**src/rtl/ahb_mtx_input_hold.sv**
```systemverilog
// Master-side input stage of the AHB bus matrix: forwards the address phase, holds it when
// the target output stage has not granted this port, and returns data-phase ready/response.
module ahb_mtx_input_hold (
  input  logic        HCLK,
  input  logic        HRESETn,
  input  logic        HSELS,
  input  logic [31:0] HADDRS,
  input  logic [1:0]  HTRANSS,
  input  logic        HWRITES,
  input  logic [2:0]  HSIZES,
  input  logic [2:0]  HBURSTS,
  input  logic [3:0]  HPROTS,
  input  logic        HMASTLOCKS,
  input  logic        HREADYS,
  output logic        HREADYOUTS,
  output logic        HRESPS,
  output logic        sel_dec,
  output logic [31:0] addr_dec,
  output logic [1:0]  trans_dec,
  output logic        write_dec,
  output logic [2:0]  size_dec,
  output logic [2:0]  burst_dec,
  output logic [3:0]  prot_dec,
  output logic        lock_dec,
  output logic        held_tran,
  input  logic        active_dec,
  input  logic        readyout_dec,
  input  logic        resp_dec
);

  logic        pend_q, pend_d;
  logic        data_phase_q, data_phase_d;
  logic [31:0] addr_q, addr_d;
  logic [1:0]  trans_q, trans_d;
  logic        write_q, write_d;
  logic [2:0]  size_q, size_d;
  logic [2:0]  burst_q, burst_d;
  logic [3:0]  prot_q, prot_d;
  logic        lock_q, lock_d;

  logic live_tran;
  logic capture;
  logic accept;

  always_comb begin
    live_tran = HSELS & HREADYS & HTRANSS[1];
    capture   = live_tran & ~active_dec & ~pend_q;
    accept    = (live_tran & active_dec & ~pend_q) | (pend_q & active_dec);

    pend_d  = pend_q;
    addr_d  = addr_q;
    trans_d = trans_q;
    write_d = write_q;
    size_d  = size_q;
    burst_d = burst_q;
    prot_d  = prot_q;
    lock_d  = lock_q;

    if (capture) begin
      pend_d  = 1'b1;
      addr_d  = HADDRS;
      trans_d = HTRANSS;
      write_d = HWRITES;
      size_d  = HSIZES;
      burst_d = HBURSTS;
      prot_d  = HPROTS;
      lock_d  = HMASTLOCKS;
    end else if (pend_q && active_dec) begin
      pend_d = 1'b0;
    end

    // Data phase opens on acceptance and closes when the target completes it.
    if (accept) begin
      data_phase_d = 1'b1;
    end else if (readyout_dec) begin
      data_phase_d = 1'b0;
    end else begin
      data_phase_d = data_phase_q;
    end
  end

  always_ff @(posedge HCLK or negedge HRESETn) begin
    if (!HRESETn) begin
      pend_q       <= 1'b0;
      data_phase_q <= 1'b0;
      addr_q       <= '0;
      trans_q      <= '0;
      write_q      <= 1'b0;
      size_q       <= '0;
      burst_q      <= '0;
      prot_q       <= '0;
      lock_q       <= 1'b0;
    end else begin
      pend_q       <= pend_d;
      data_phase_q <= data_phase_d;
      addr_q       <= addr_d;
      trans_q      <= trans_d;
      write_q      <= write_d;
      size_q       <= size_d;
      burst_q      <= burst_d;
      prot_q       <= prot_d;
      lock_q       <= lock_d;
    end
  end

  always_comb begin
    if (pend_q) begin
      sel_dec   = 1'b1;
      addr_dec  = addr_q;
      trans_dec = trans_q;
      write_dec = write_q;
      size_dec  = size_q;
      burst_dec = burst_q;
      prot_dec  = prot_q;
      lock_dec  = lock_q;
    end else begin
      sel_dec   = HSELS & HREADYS;
      addr_dec  = HADDRS;
      trans_dec = HTRANSS;
      write_dec = HWRITES;
      size_dec  = HSIZES;
      burst_dec = HBURSTS;
      prot_dec  = HPROTS;
      lock_dec  = HMASTLOCKS;
    end
  end

  assign held_tran  = pend_q;
  assign HREADYOUTS = data_phase_q ? readyout_dec : ~pend_q;
  assign HRESPS     = data_phase_q & resp_dec;

endmodule
```
**config.mk**
```make
export PLATFORM = sky130hd
export DESIGN_NAME = ahb_mtx_input_hold
export DESIGN_NICKNAME = d
export VERILOG_FILES = /design/src/rtl/ahb_mtx_input_hold.sv
export SDC_FILE = /design/constraint.sdc
export NUM_CORES = 1
export LEC_CHECK = 0
export ABC_AREA = 1
export CORE_MARGIN = 2
export CORE_UTILIZATION = 39
export DETAILED_ROUTE_END_ITERATION = 6
export GPL_ROUTABILITY_DRIVEN = 0
export GPL_TIMING_DRIVEN = 0
export PLACE_DENSITY_LB_ADDON = 0.3
export SYNTH_ARGS = -nofsm -noshare
export SYNTH_HDL_FRONTEND = slang
export SYNTH_SLANG_ARGS = --single-unit
```
**constraint.sdc**
```tcl
create_clock -name HCLK -period 1.1 [get_ports HCLK]
set_clock_uncertainty 0.05 [all_clocks]
set_input_delay 0.165 -clock HCLK [delete_from_list [all_inputs] [get_ports HCLK]]
set_output_delay 0.165 -clock HCLK [all_outputs]
set_load 0.01 [all_outputs]
```
# After elaboration in Yosys (flattened, before gate mapping)

Index checks and enable logic that the tools add are counted.

Bits in registers: 48
Logic and storage cells: 36
Output and inout bits: 50

Reduce and logical (&&, ||, !) cells: 3
Bitwise operators: 11
Multiplexer cells: 13

Operator list:

| kind               | number |
|---|---|
| 32-bit two-way mux | 1 |
| 1-bit AND          | 8 |
| 1-bit two-way mux  | 8 |
| 3-bit two-way mux  | 2 |
| 4-bit two-way mux  | 1 |
| 2-bit nonzero test | 2 |
| 2-bit two-way mux  | 1 |
| 1-bit NOT          | 2 |
| 1-bit logical AND  | 1 |
| 1-bit OR           | 1 |

# Logic depth before layout (Yosys ltp)

Gate-level depths: netlist (run 1).

Depth in word-level cells: 6
Gate-level depth with buffers: 7
Depth with buffers taken out: 5

# Worst setup path after synthesis (run 1)

No wires, ideal clock.

Path kind: reg2out
From: register pend_q (netlist: held_tran)
To: output port addr_dec[19]
Required time: 0.885 ns
Path slack: -0.178 ns
Stages on the path, launching flop included: 6
Arrival: 1.063 ns
Cell sequence: dfrtp_1 > inv_1 > buf_2 > buf_2 > nand2_1 > nand2_1

Cells in the longest elaborated chain, start to end: 1

Ends and longest elaborated chain:

| item                   | RTL line | RTL |
|---|---|---|
| from (decl)            | 31       | `logic pend_q, pend_d;` |
| from (signal assigned) | 94       | `pend_q <= pend_d;` |
| 32-bit two-way mux     | 107      | `if (pend_q) begin` |
| to (decl)              | 18       | `output logic [31:0] addr_dec,` |

Every way passes these cells.

# Worst setup path in the final report (run 1)

From: register pend_q (netlist: held_tran)
To: output port prot_dec[2]

Cells in the longest elaborated chain, start to end: 1

Ends and longest elaborated chain:

| item              | RTL line | RTL |
|---|---|---|
| 4-bit two-way mux | 107      |  |
| to (decl)         | 23       | `output logic [3:0] prot_dec,` |

Every way passes these cells.

==> results of run 1 <==
state kept, by name (all words and copies together), names as in the netlist:
register      cells
write_q           1
lock_q            1
size_q            3
addr_q           32
trans_q           2
burst_q           3
prot_q            4
held_tran         1
data_phase_q      1
logic make-up after synthesis:
kind of cell	synth area share, %
flops	48.1
simple gates	45.0
buf+inv	6.01
compound gates	0.902
metrics by stage:
| stage | cell area, µm² | setup TNS [ns] |
|---|---|---|
| after floorplan | 2520 | -4.37 |
| after global placement | 3640 | -128.40 |
| after detailed placement | 3660 | -56.19 |
| after CTS | 3980 | -41.74 |
| after global routing | 4200 | -46.52 |
| final | 4200 | -40.79 |
power by group:
group	internal, µW	total, µW	leakage (µW)	switching [µW]
Combinational	780	1520	0.00164	737
Clock	575	1140	0.0000515	568
Sequential	2120	2330	0.000601	212
final timing paths:
path                                  from           to  slack [ns]  depth (start not counted)
max in group asynchronous          HRESETn    held_tran        0.25                          3
worst min-delay path               HRESETn   addr_q[15]        0.29                          2
worst max-delay path             held_tran  prot_dec[2]       -0.52                          6
min in group HCLK                HPROTS[0]    prot_q[0]        0.40                          3
worst min register to register  addr_q[30]   addr_q[30]        0.42                          2
worst max register to register   held_tran   burst_q[0]       -0.50                          8
worst max-delay path: stages, from the launching register on:
cell and delay [ns]:
dfrtp_2 0.45, buf_8 0.16, buf_8 0.14, buf_6 0.13, nand2_2 0.06, nand2_2 0.05, buf_6 0.11
cells in the final DEF, fill, tap and decap left out:
master and count:
o21a_1 1, clkinv_4 1, nand3_1 44, bufbuf_16 1
nand2_1 201, clkbuf_16 3, clkbuf_4 2, clkbuf_2 3
nand3_2 2, buf_2 44, nand2_2 28, clkbuf_8 8
dlygate4sd3_1 1, buf_16 3, clkbuf_1 1, clkdlybuf4s50_1 51
o21ai_1 1, buf_6 20, inv_1 4, nor2_4 2
dfrtp_2 1, buf_12 2, buf_4 8, nand2_4 3
buf_8 15, o21ai_2 2, dfrtp_1 47
layer usage:
metal,global-route usage (%),part of all wire (%),up-vias
met5,0,0,-
met4,4.40,1.5,0
met3,4.25,6.7,13
met2,36.9,50,99
met1,28.0,42,1332
li1,-,-,1385
final cells by class:
type                    instances  area, µm²
plain buffers                  21        269
clock buffers                   8        100
fillers                       544       2070
inverters                       5       23.8
multi-input cells             284       1260
flip-flops and latches         48       1200
well taps                      77       96.3
repair buffers                133       1260
synth_stat cells, drive strengths merged:
cell,count,share of area [%]
inv,5,0.75
nand3,46,9.2
o21a,1,0.30
dfrtp,48,48
nor2,2,0.90
nand2,232,35
o21ai,3,0.60
clkbuf,4,0.60
buf,19,4.7
timing repair:
| item | CTS | global route |
|---|---|---|
| hold endpoints to repair | 25 | 0 |
| hold buffers | 1 | 0 |
| setup buffers | 13 | 8 |
| pin swaps | 18 | 21 |
| cloned | 6 | 2 |
| resized for setup | 250 | 59 |
| setup endpoints to repair | 98 | 121 |
==> impl_metrics.toml, run 1 <==
[status]
outcome = "finished, violations left"
violated_checks = "setup timing"

[sta]
relSlewSlack_pct = 73.6
rsz_0062_raised_after_global_routing = "true"
report.final.hold_viol_count = 0
hold-worst-slack_ns = 0.293
actual_slew_at_the_worst_max_slew_pin_ns = 0.396
timing.final.crit_period_ns = 1.62
finalMaxSlewViolations = 0
clock.fmax_mhz = 617
layout_worst_path_cycle_share_pct = 147
finalWorstSetupSlack_ns = -0.522
setup_violations = 97

[clocking]
clkTransAtPathRegs_ns = 0.09
ctsRootBufferMaster = "clkbuf_8"
clkSinkCount = 48
clock_latency_on_the_worst_skew_pair_ns = 0.30
tritoncts_clock_tree = "done"
cts.path.max_buffers = 2
level_count_of_the_clock_h_tree = 2
numCtsBuffers = 5

[routing]
drc_violations_left = 0
antenna_left = 0
vias_cell = 4.91
dr_total_vias = 2829
violation_count_after_the_first_detailed_route_iteration = 147
firstDrtPassIters = 4
wire_length_after_detailed_routing_mm = 7.90
drt-wirelength-per-cell_um = 13.7

[critical_path]
critPathLaunchType = "flip-flop"
data_required_critical_path_ns = 0.88
setup.worst_path.end_class = "output port"
cp.arrival_ns = 1.41
crit_path_max_fo = 8
critPathKind = "flip-flop to output port"

[floorplan]
die_height_um = 84.0
fp.coreArea_um2 = 6280
die-area_um2 = 7060
floorplan.initialDensity_pct = 39.8
std_cell_rows = 29
floorplan.io_pins = 103
floorplan.die.width_um = 84.0

[finish]
design.final.nets = 551
stdcell_count = 576
count_of_antenna_diodes_in_the_layout = 0
drive_gt1_share_pct = 29.7
areaGrowthSynthToFinish_pct = 68.3
finish.utilization_pct = 67.0

[synthesis]
netlist_area_um2 = 2500
synth_seq_cells = 48
yosys_warnings = 0
synthesized_area_divided_by_synthesized_cell_count_um2 = 6.94
syn_nets = 413
post_synth_num_cell_types = 11
synth-seq-area-share_pct = 48.1
post_synth_inst_count = 360

[placed_design]
pre_cts_slack_ns = -0.757
numPortBuffers = 102
place_inst = 540
dp.final_hpwl_mm = 5.22

[pwr]
p_leak_uw = 0.00229
power-per-cell-area_nw_per_um2 = 1190
peakVddDrop_mv = 0.723
total_power_uw = 4990

[grt]
grt_first_pass_wirelength_mm = 12.4
via_count_of_the_first_global_routing_pass = 2703
antenna_violations_before_repair = 0
gr_util_all_layers_pct = 21.4
grt_overflow_total = 0
maximum_number_of_pins_on_one_net_before_global_route_repair = 27

[hold_path]
hold_path_class = "input port to asynchronous set/reset pin"

[flow_run]
cap_violations = 0
No activity file was read; power rests on OpenSTA's default activity.
==> run 2, diff against run 1 <==
--- a/config.mk
+++ b/config.mk
@@ -8,6 +8,7 @@
 export ABC_AREA = 1
 export CORE_MARGIN = 2
 export CORE_UTILIZATION = 39
+export CTS_CLUSTER_DIAMETER = 30
 export DETAILED_ROUTE_END_ITERATION = 6
 export GPL_ROUTABILITY_DRIVEN = 0
 export GPL_TIMING_DRIVEN = 0
==> results of run 2 <==
The final DEF is identical to that of run 1; final timing and power are the same.
